## config.mk

```make
export PLATFORM = sky130hd
export DESIGN_NAME = snn_cfg_loader
export DESIGN_NICKNAME = d
export VERILOG_FILES = /design/src/rtl/lif_pkg.sv /design/src/rtl/snn_cfg_loader.sv
export SDC_FILE = /design/constraint.sdc
export NUM_CORES = 1
export LEC_CHECK = 0
export CAP_MARGIN = 20
export CORE_MARGIN = 5
export CORE_UTILIZATION = 40
export DETAILED_ROUTE_END_ITERATION = 10
export HOLD_SLACK_MARGIN = 0.12
export PLACE_DENSITY = 0.75
export RECOVER_POWER = 50
export SYNTH_ARGS = -nofsm -noshare
export SYNTH_HDL_FRONTEND = slang
export SYNTH_SLANG_ARGS = --single-unit
```

## constraint.sdc

```tcl
create_clock -name clk -period 1.8 [get_ports clk]
set_input_delay 0.36 -clock clk [delete_from_list [all_inputs] [get_ports clk]]
set_output_delay 0.36 -clock clk [all_outputs]
set_load 0.01 [all_outputs]
```

## src/rtl/lif_pkg.sv

```systemverilog
`default_nettype none
// +--------------------------------------------------------------------+
// | lif_pkg: shared word format and config-loader state type.          |
// | Rev 1.0                                                            |
// +--------------------------------------------------------------------+
`ifndef LIF_PKG_SV
`define LIF_PKG_SV

`define W 16
// Q-format literal with 8 fractional bits, truncated toward zero.
`define FX(x) (`W'($rtoi((x) * 256.0)))

package lif_pkg;

  localparam int FRAC_BITS = 8;

  typedef enum logic [1:0] {
    S_IDLE   = 2'd0,
    S_LOAD_W = 2'd1,
    S_LOAD_D = 2'd2,
    S_DONE   = 2'd3
  } snn_cfg_state_t;

endpackage

`endif
`default_nettype wire

```

## src/rtl/snn_cfg_loader.sv

```systemverilog
`default_nettype none
// +--------------------------------------------------------------------+
// | snn_cfg_loader: streams weights then delays into a layer cfg port. |
// | Rev 1.0                                                            |
// +--------------------------------------------------------------------+
module snn_cfg_loader
  import lif_pkg::*;
#(
  parameter int NUM_INPUTS  = 2,
  parameter int NUM_NEURONS = 2,
  parameter int MAX_DELAY   = 8,
  localparam int NSYN   = NUM_NEURONS * NUM_INPUTS,
  localparam int ADDR_W = (NSYN > 2) ? $clog2(NSYN) : 1
) (
  input  logic              clk,
  input  logic              rst_n,
  input  logic              start,
  input  logic              abort,
  input  logic              s_valid,
  output logic              s_ready,
  input  logic [`W-1:0]     s_data,
  output logic              cfg_we,
  output logic              cfg_sel_delay,
  output logic [ADDR_W-1:0] cfg_addr,
  output logic [`W-1:0]     cfg_wdata,
  output logic [7:0]        cfg_delay,
  output logic              busy,
  output logic              done,
  output logic              clamp_err
);

  localparam logic [ADDR_W-1:0] c_LAST_IDX  = ADDR_W'(NSYN - 1);
  localparam logic [`W-1:0]     c_MAX_D_W   = `W'(MAX_DELAY - 1);
  localparam logic [7:0]        c_MAX_D_8   = 8'(MAX_DELAY - 1);

  snn_cfg_state_t    r_state;
  snn_cfg_state_t    w_state_nxt;
  logic [ADDR_W-1:0] r_idx;
  logic              r_ready;
  logic              r_we;
  logic              r_sel_delay;
  logic [ADDR_W-1:0] r_addr;
  logic [`W-1:0]     r_wdata;
  logic [7:0]        r_delay;
  logic              r_done;
  logic              r_clamp_err;

  logic              w_hs;
  logic              w_last;
  logic              w_load;
  logic              w_over;
  logic [7:0]        w_delay_clamped;

  // Abort masks ready so a word offered in the abort cycle is never consumed.
  assign s_ready         = r_ready & ~abort;
  assign w_hs            = s_valid & s_ready;
  assign w_last          = (r_idx == c_LAST_IDX);
  assign w_load          = (r_state == S_LOAD_W) || (r_state == S_LOAD_D);
  assign w_over          = (s_data > c_MAX_D_W);
  assign w_delay_clamped = w_over ? c_MAX_D_8 : s_data[7:0];

  always_comb begin
    w_state_nxt = r_state;
    case (r_state)
      S_IDLE:   if (start && !abort) w_state_nxt = S_LOAD_W;
      S_LOAD_W: begin
        if (abort)              w_state_nxt = S_IDLE;
        else if (w_hs && w_last) w_state_nxt = S_LOAD_D;
      end
      S_LOAD_D: begin
        if (abort)              w_state_nxt = S_IDLE;
        else if (w_hs && w_last) w_state_nxt = S_DONE;
      end
      S_DONE:   w_state_nxt = S_IDLE;
      default:  w_state_nxt = S_IDLE;
    endcase
  end

  always_ff @(posedge clk or negedge rst_n) begin
    if (!rst_n) begin
      r_state     <= S_IDLE;
      r_idx       <= '0;
      r_ready     <= 1'b0;
      r_we        <= 1'b0;
      r_sel_delay <= 1'b0;
      r_addr      <= '0;
      r_wdata     <= '0;
      r_delay     <= '0;
      r_done      <= 1'b0;
      r_clamp_err <= 1'b0;
    end else begin
      r_state <= w_state_nxt;
      r_ready <= (w_state_nxt == S_LOAD_W) || (w_state_nxt == S_LOAD_D);
      r_we    <= w_hs;
      r_done  <= (w_state_nxt == S_DONE);
      if (r_state == S_IDLE && start && !abort) begin
        r_idx       <= '0;
        r_clamp_err <= 1'b0;
      end else if (abort && w_load) begin
        r_idx <= '0;
      end else if (w_hs) begin
        r_idx       <= w_last ? '0 : r_idx + 1'b1;
        r_addr      <= r_idx;
        r_sel_delay <= (r_state == S_LOAD_D);
        if (r_state == S_LOAD_D) begin
          r_delay <= w_delay_clamped;
          if (w_over) r_clamp_err <= 1'b1;
        end else begin
          r_wdata <= s_data;
        end
      end
    end
  end

  assign busy          = (r_state != S_IDLE);
  assign done          = r_done;
  assign cfg_we        = r_we;
  assign cfg_sel_delay = r_sel_delay;
  assign cfg_addr      = r_addr;
  assign cfg_wdata     = r_wdata;
  assign cfg_delay     = r_delay;
  assign clamp_err     = r_clamp_err;

endmodule
`default_nettype wire

```

==> Word-level counts from Yosys, hierarchy flattened <==
Cells that the tools add are included.
{ "classes": {"addsub": 1, "multipliers": 0, "div_mod_pow": 0, "magnitude_cmp": 1, "eq_ne": 8, "shifts": 0, "muxes": 16, "n_bitwise": 6, "n_reduce_logical": 18} }
{ "ops": {"columns": ["operator", "count"], "rows": [
  ["two-way mux 2 bit", 9],
  ["> comparator 16 x 3 -> 1 bit, second input constant", 1],
  ["AND reduction 4 bit", 3],
  ["== test 2 bit, second input constant", 5],
  ["two-way mux 8 bit", 1],
  ["one-hot mux 2 bit (4 select lines)", 1],
  ["nonzero test 2 bit", 4],
  ["logical AND 1 bit", 5],
  ["two-way mux 1 bit", 5],
  ["== test 2 x 1 -> 1 bit, second input constant", 2],
  ["NOT 1 bit", 4],
  ["AND reduction 3 bit", 1],
  ["nonzero test 3 bit", 1],
  ["adder 2 x 1 -> 2 bit, second input constant", 1],
  ["bitwise AND 1 bit", 2],
  ["zero test 2 bit", 1],
  ["logical OR 1 bit", 2],
  ["!= test 2 bit, second input constant", 1],
  ["zero test 1 bit", 1]
]} }
{ "word_totals": {"reg_bits": 35, "latchBits": 0, "ramBits": 0, "mem_bits_ro": 0, "inputBits": 21, "output_inout_bits": 32, "word_cells": 60, "n_memories": 0} }

==> Longest topological paths before layout <==
{ "depth": {"ltp_word": 9, "ltp_mapped": 6, "depth_no_buf": 6} }

==> Worst setup path before layout <==
Ideal clock, no wire load.
{ "synth_path": {"path_kind": "reg-to-reg", "startpoint": "register r_state[0]", "endpoint": "register r_wdata[10], in the netlist cfg_wdata[10]", "setup_ns": 0.125, "arrival_time_ns": 1.623, "required_ns": 1.675, "slack_ns": 0.052, "path_stages_with_launch": 7, "n_path_buf": 1, "synth_period_minus_slack_ns": 1.748, "cell_sequence": "dfrtp_1 inv_1 ha_1 nand2_1 nor3b_4 buf_8 mux2_2"} }
{ "synth_via": {"elab_chain_len": 5, "word_cells_on_any_way": 11, "classes_between": "2 x eq/ne; 3 x bitwise; 6 x reduce/logical"} }
{ "synth_lines": {"columns": ["item", "line", "text"], "rows": [
  ["from (decl)", "snn_cfg_loader.sv:36", "snn_cfg_state_t r_state;"],
  ["from (signal assigned)", "snn_cfg_loader.sv:92", "r_state <= w_state_nxt;"],
  ["== test 2 x 1 -> 1 bit, or another cell as far along", "snn_cfg_loader.sv:58", "assign w_load = (r_state == S_LOAD_W) || (r_state == S_LOAD_D);"],
  ["logical OR 1 bit or logical AND 1 bit (tied branches)", "snn_cfg_loader.sv:58, snn_cfg_loader.sv:96", null],
  ["logical AND 1 bit (on tied branches)", "snn_cfg_loader.sv:99, snn_cfg_loader.sv:96", null],
  ["NOT 1 bit (no source line)", null, null],
  ["AND reduction 4 bit (no source line) *", null, null],
  ["to (signal assigned)", "snn_cfg_loader.sv:109", "r_wdata <= s_data;"],
  ["to (decl)", "snn_cfg_loader.sv:43", "logic [`W-1:0] r_wdata;"]
]} }
Mark *: on every way between the ends. The rest lies on a longest branch, timed or not.
A chain may end at the register's enable or synchronous reset.

==> Worst setup path after layout <==
{ "layout_path": {"startpoint": "input abort", "endpoint": "output s_ready"} }
{ "layout_via": {"elab_chain_len": 2} }
{ "layout_lines": {"columns": ["item", "line", "text"], "rows": [
  ["from (decl)", "snn_cfg_loader.sv:18", "input logic abort,"],
  ["NOT 1 bit", "snn_cfg_loader.sv:55", "assign s_ready = r_ready & ~abort;"],
  ["bitwise AND 1 bit", "snn_cfg_loader.sv:55", null],
  ["to (decl)", "snn_cfg_loader.sv:20", "output logic s_ready,"]
]} }
No other way between the ends.

==> results.py <==
metrics = {
    "floorplan": {
        "die_w_um": 71.0,
        "ios": 53,
        "fp-row-count": 22,
        "die_area_mm2": 0.00504,
        "start_util": 0.410,
        "core_mm2": 0.00363,
        "die_y_um": 71.0,
    },
    "place": {
        "place_congestion": 0.784,
        "io_buffers": 52,
        "hpwl_mm": 2.68,
    },
    "synth": {
        "yosys.cell_types.count": 26,
        "yosysWarnings": 0,
        "synthesis.area_mm2": 0.00149,
        "ys_seq_area_frac": 0.588,
        "syn_area_per_cell_um2": 13.8,
        "synth_seq_cells": 35,
        "synth_nets": 135,
        "syn_inst": 108,
    },
    "sta": {
        "maxSlewViolCount": 0,
        "fmax_mhz": 577,
        "fin_crit_sh": 0.964,
        "post-route-min-period_ps": 1730,
        "hold_viol_final": 0,
        "finClkSkew_ps": 2.24,
        "finalSetupViolCount": 0,
        "tns_ps": 0,
        "worstMarginPinSlew_ps": 849,
        "slew_headroom": 0.434,
        "rsz0062_at_grt": "no",
    },
    "routing": {
        "antenna_left": 0,
        "wl_mm": 3.47,
        "routed_via_density": 5.03,
        "num_vias": 1142,
        "firstDrtPassIters": 6,
        "route.detailed.drc": 0,
        "post_drt_wl_per_cell_um": 15.3,
        "drt_iter0_drc": 43,
    },
    "final_layout": {
        "antenna_cells": 0,
        "drive_gt1_frac": 0.263,
        "utilization": 0.628,
        "syn2layout_area_growth_pct": 53.2,
        "nNetsFinal": 205,
    },
    "global_route": {
        "grt-ovfl-total": 0,
        "grt_max_degree": 36,
        "grt_pass1_wl_mm": 5.61,
        "track_usage": 0.142,
        "grt_pass1_vias": 1176,
        "antenna_found_initial": 0,
    },
    "clock_network": {
        "path_clk_slew_ps": 60,
        "cts_root_buf": "clkbuf_8",
        "clockBufferDepth": 2,
        "clk_latency_ps": 280,
        "htreeDepth": 2,
        "cts_tree": "yes",
        "holdBufCountCts": 0,
        "cts_buffers": 5,
        "clock_sinks": 35,
    },
    "outcome": {
        "status": "finished, final reports clean",
    },
    "critical_path": {
        "worst-endpoint-arrival_ps": 1370,
        "start_kind": "input pin",
        "critPathKind": "input pin to output port",
        "endpoint": "s_ready",
        "startpoint": "abort",
        "cp.required_ps": 1440,
        "timing.rr.end": "r_ready",
        "r2r_start": "r_state[0]",
        "crit_fanout": 6,
        "r2r_setup_slack_ps": 110,
        "r2r_cells": 6,
        "worstSetupEndpointType": "output port",
    },
    "worst_hold_path": {
        "hold_class": "flop to flop",
    },
    "power": {
        "power_density_mw_per_mm2": 1270,
        "power_mw": 2.90,
        "irDropWorstVdd_v": 0.000627,
        "p_leak_nw": 1.04,
    },
    "run": {
        "drv_cap": 0,
    },
}
kinds of logic after synthesis:
logic type	synth area share
flops	0.588
mux	0.143
compound gates	0.0672
simple gates	0.129
buf+inv	0.0227
fa+ha+maj	0.0504
final cells by class:
| type | instances | area [um2] |
|---|---|---|
| multi-input cells | 67 | 608 |
| repair buffers | 64 | 618 |
| clock buffers | 8 | 100 |
| flip-flops and latches | 35 | 876 |
| well taps | 48 | 60.1 |
| inverters | 5 | 18.8 |
| fillers | 298 | 1350 |
layout by cell type, fill, tap and decap left out, types with 2 or more instances in the layout:
master	netlist	routed
and2_1	5	5
a222oi_1	2	2
nor2_1	3	2
dlygate4sd3_1	0	2
and2b_2	2	2
o21ai_0	3	3
inv_1	5	5
clkdlybuf4s50_1	0	48
nand2_1	5	5
a2bb2oi_1	3	3
dlygate4sd2_1	0	2
ha_1	6	5
nor3_1	5	5
buf_4	0	10
mux2_2	18	18
nor4_1	2	2
dfrtp_1	35	35
a21o_1	2	2
clkbuf_8	0	7
through the flow:
stage | worst slack (ps) | std cells | hold WS (ps) | instance area [um2]
3_3_place_gp | -144 | 217 | 460 | 2140
2_1_floorplan | 51.7 | 108 | 64.4 | 1490
5_1_grt | 2.98 | 227 | 500 | 2280
4_1_cts | 17.4 | 226 | 487 | 2260
6_report | 65.5 | 227 | 481 | 2280
3_5_place_dp | -208 | 217 | 472 | 2140
Yosys cell counts (all sizes together):
master | count | area (um2)
nor3b | 1 | 18.8
a222oi | 2 | 20.0
inv | 5 | 18.8
and2b | 2 | 17.5
o21ai | 3 | 15.0
a21o | 2 | 15.0
mux2i | 1 | 10.0
nor2 | 3 | 11.3
nor3 | 5 | 25.0
or3 | 1 | 7.51
and2 | 5 | 31.3
or2 | 1 | 6.26
a21bo | 1 | 10.0
nor4 | 2 | 12.5
o31ai | 1 | 7.51
nand3b | 1 | 20.0
a2bb2oi | 3 | 26.3
o22ai | 1 | 6.26
and4 | 1 | 8.76
ha | 6 | 75.1
nand2 | 5 | 18.8
nand3 | 1 | 5.00
dfrtp | 35 | 876
nand4b | 1 | 8.76
buf | 1 | 15.0
mux2 | 18 | 203
power by group:
group / leakage (nW) / internal (mW) / switching [mW]
Clock: 0.0515 / 0.349 / 0.251
Sequential: 0.453 / 1.02 / 0.129
Combinational: 0.533 / 0.697 / 0.454
sequential cells by signal, summed over array words and instances (netlist names):
signal	count
done	1
r_idx	2
cfg_sel_delay	1
cfg_wdata	16
r_ready	1
r_state	2
cfg_addr	2
clamp_err	1
cfg_we	1
cfg_delay	8
worst max-delay path, cell delays in order:
cell and delay (ps):
dlygate4sd2_1 280, and2b_2 220, clkdlybuf4s50_1 520
how the worst min path moves through the flow:
stage                   from       endpoint  slack [ps]  depth (start not counted)
3_3_place_gp   cfg_sel_delay  cfg_sel_delay         460                          1
4_1_cts                rst_n   cfg_wdata[4]         490                          2
5_1_grt         cfg_delay[7]   cfg_delay[7]         500                          1
3_5_place_dp   cfg_sel_delay  cfg_sel_delay         470                          1
2_1_floorplan          rst_n    cfg_addr[0]          60                          0
6_report       cfg_sel_delay  cfg_sel_delay         480                          1
layer usage:
metal	track usage	vias to the layer above	share of wire
met1	0.163	569	0.39
met2	0.247	38	0.53
met5	0	-	0
li1	-	528	-
met3	0.0440	7	0.052
met4	0.0501	0	0.020
repair_timing:
item                       in CTS  in global routing
buffers inserted                1                  1
cloned                          0                  0
resized for setup               4                  3
setup endpoints to repair       3                  1
(Power assumes the default switching activity.)
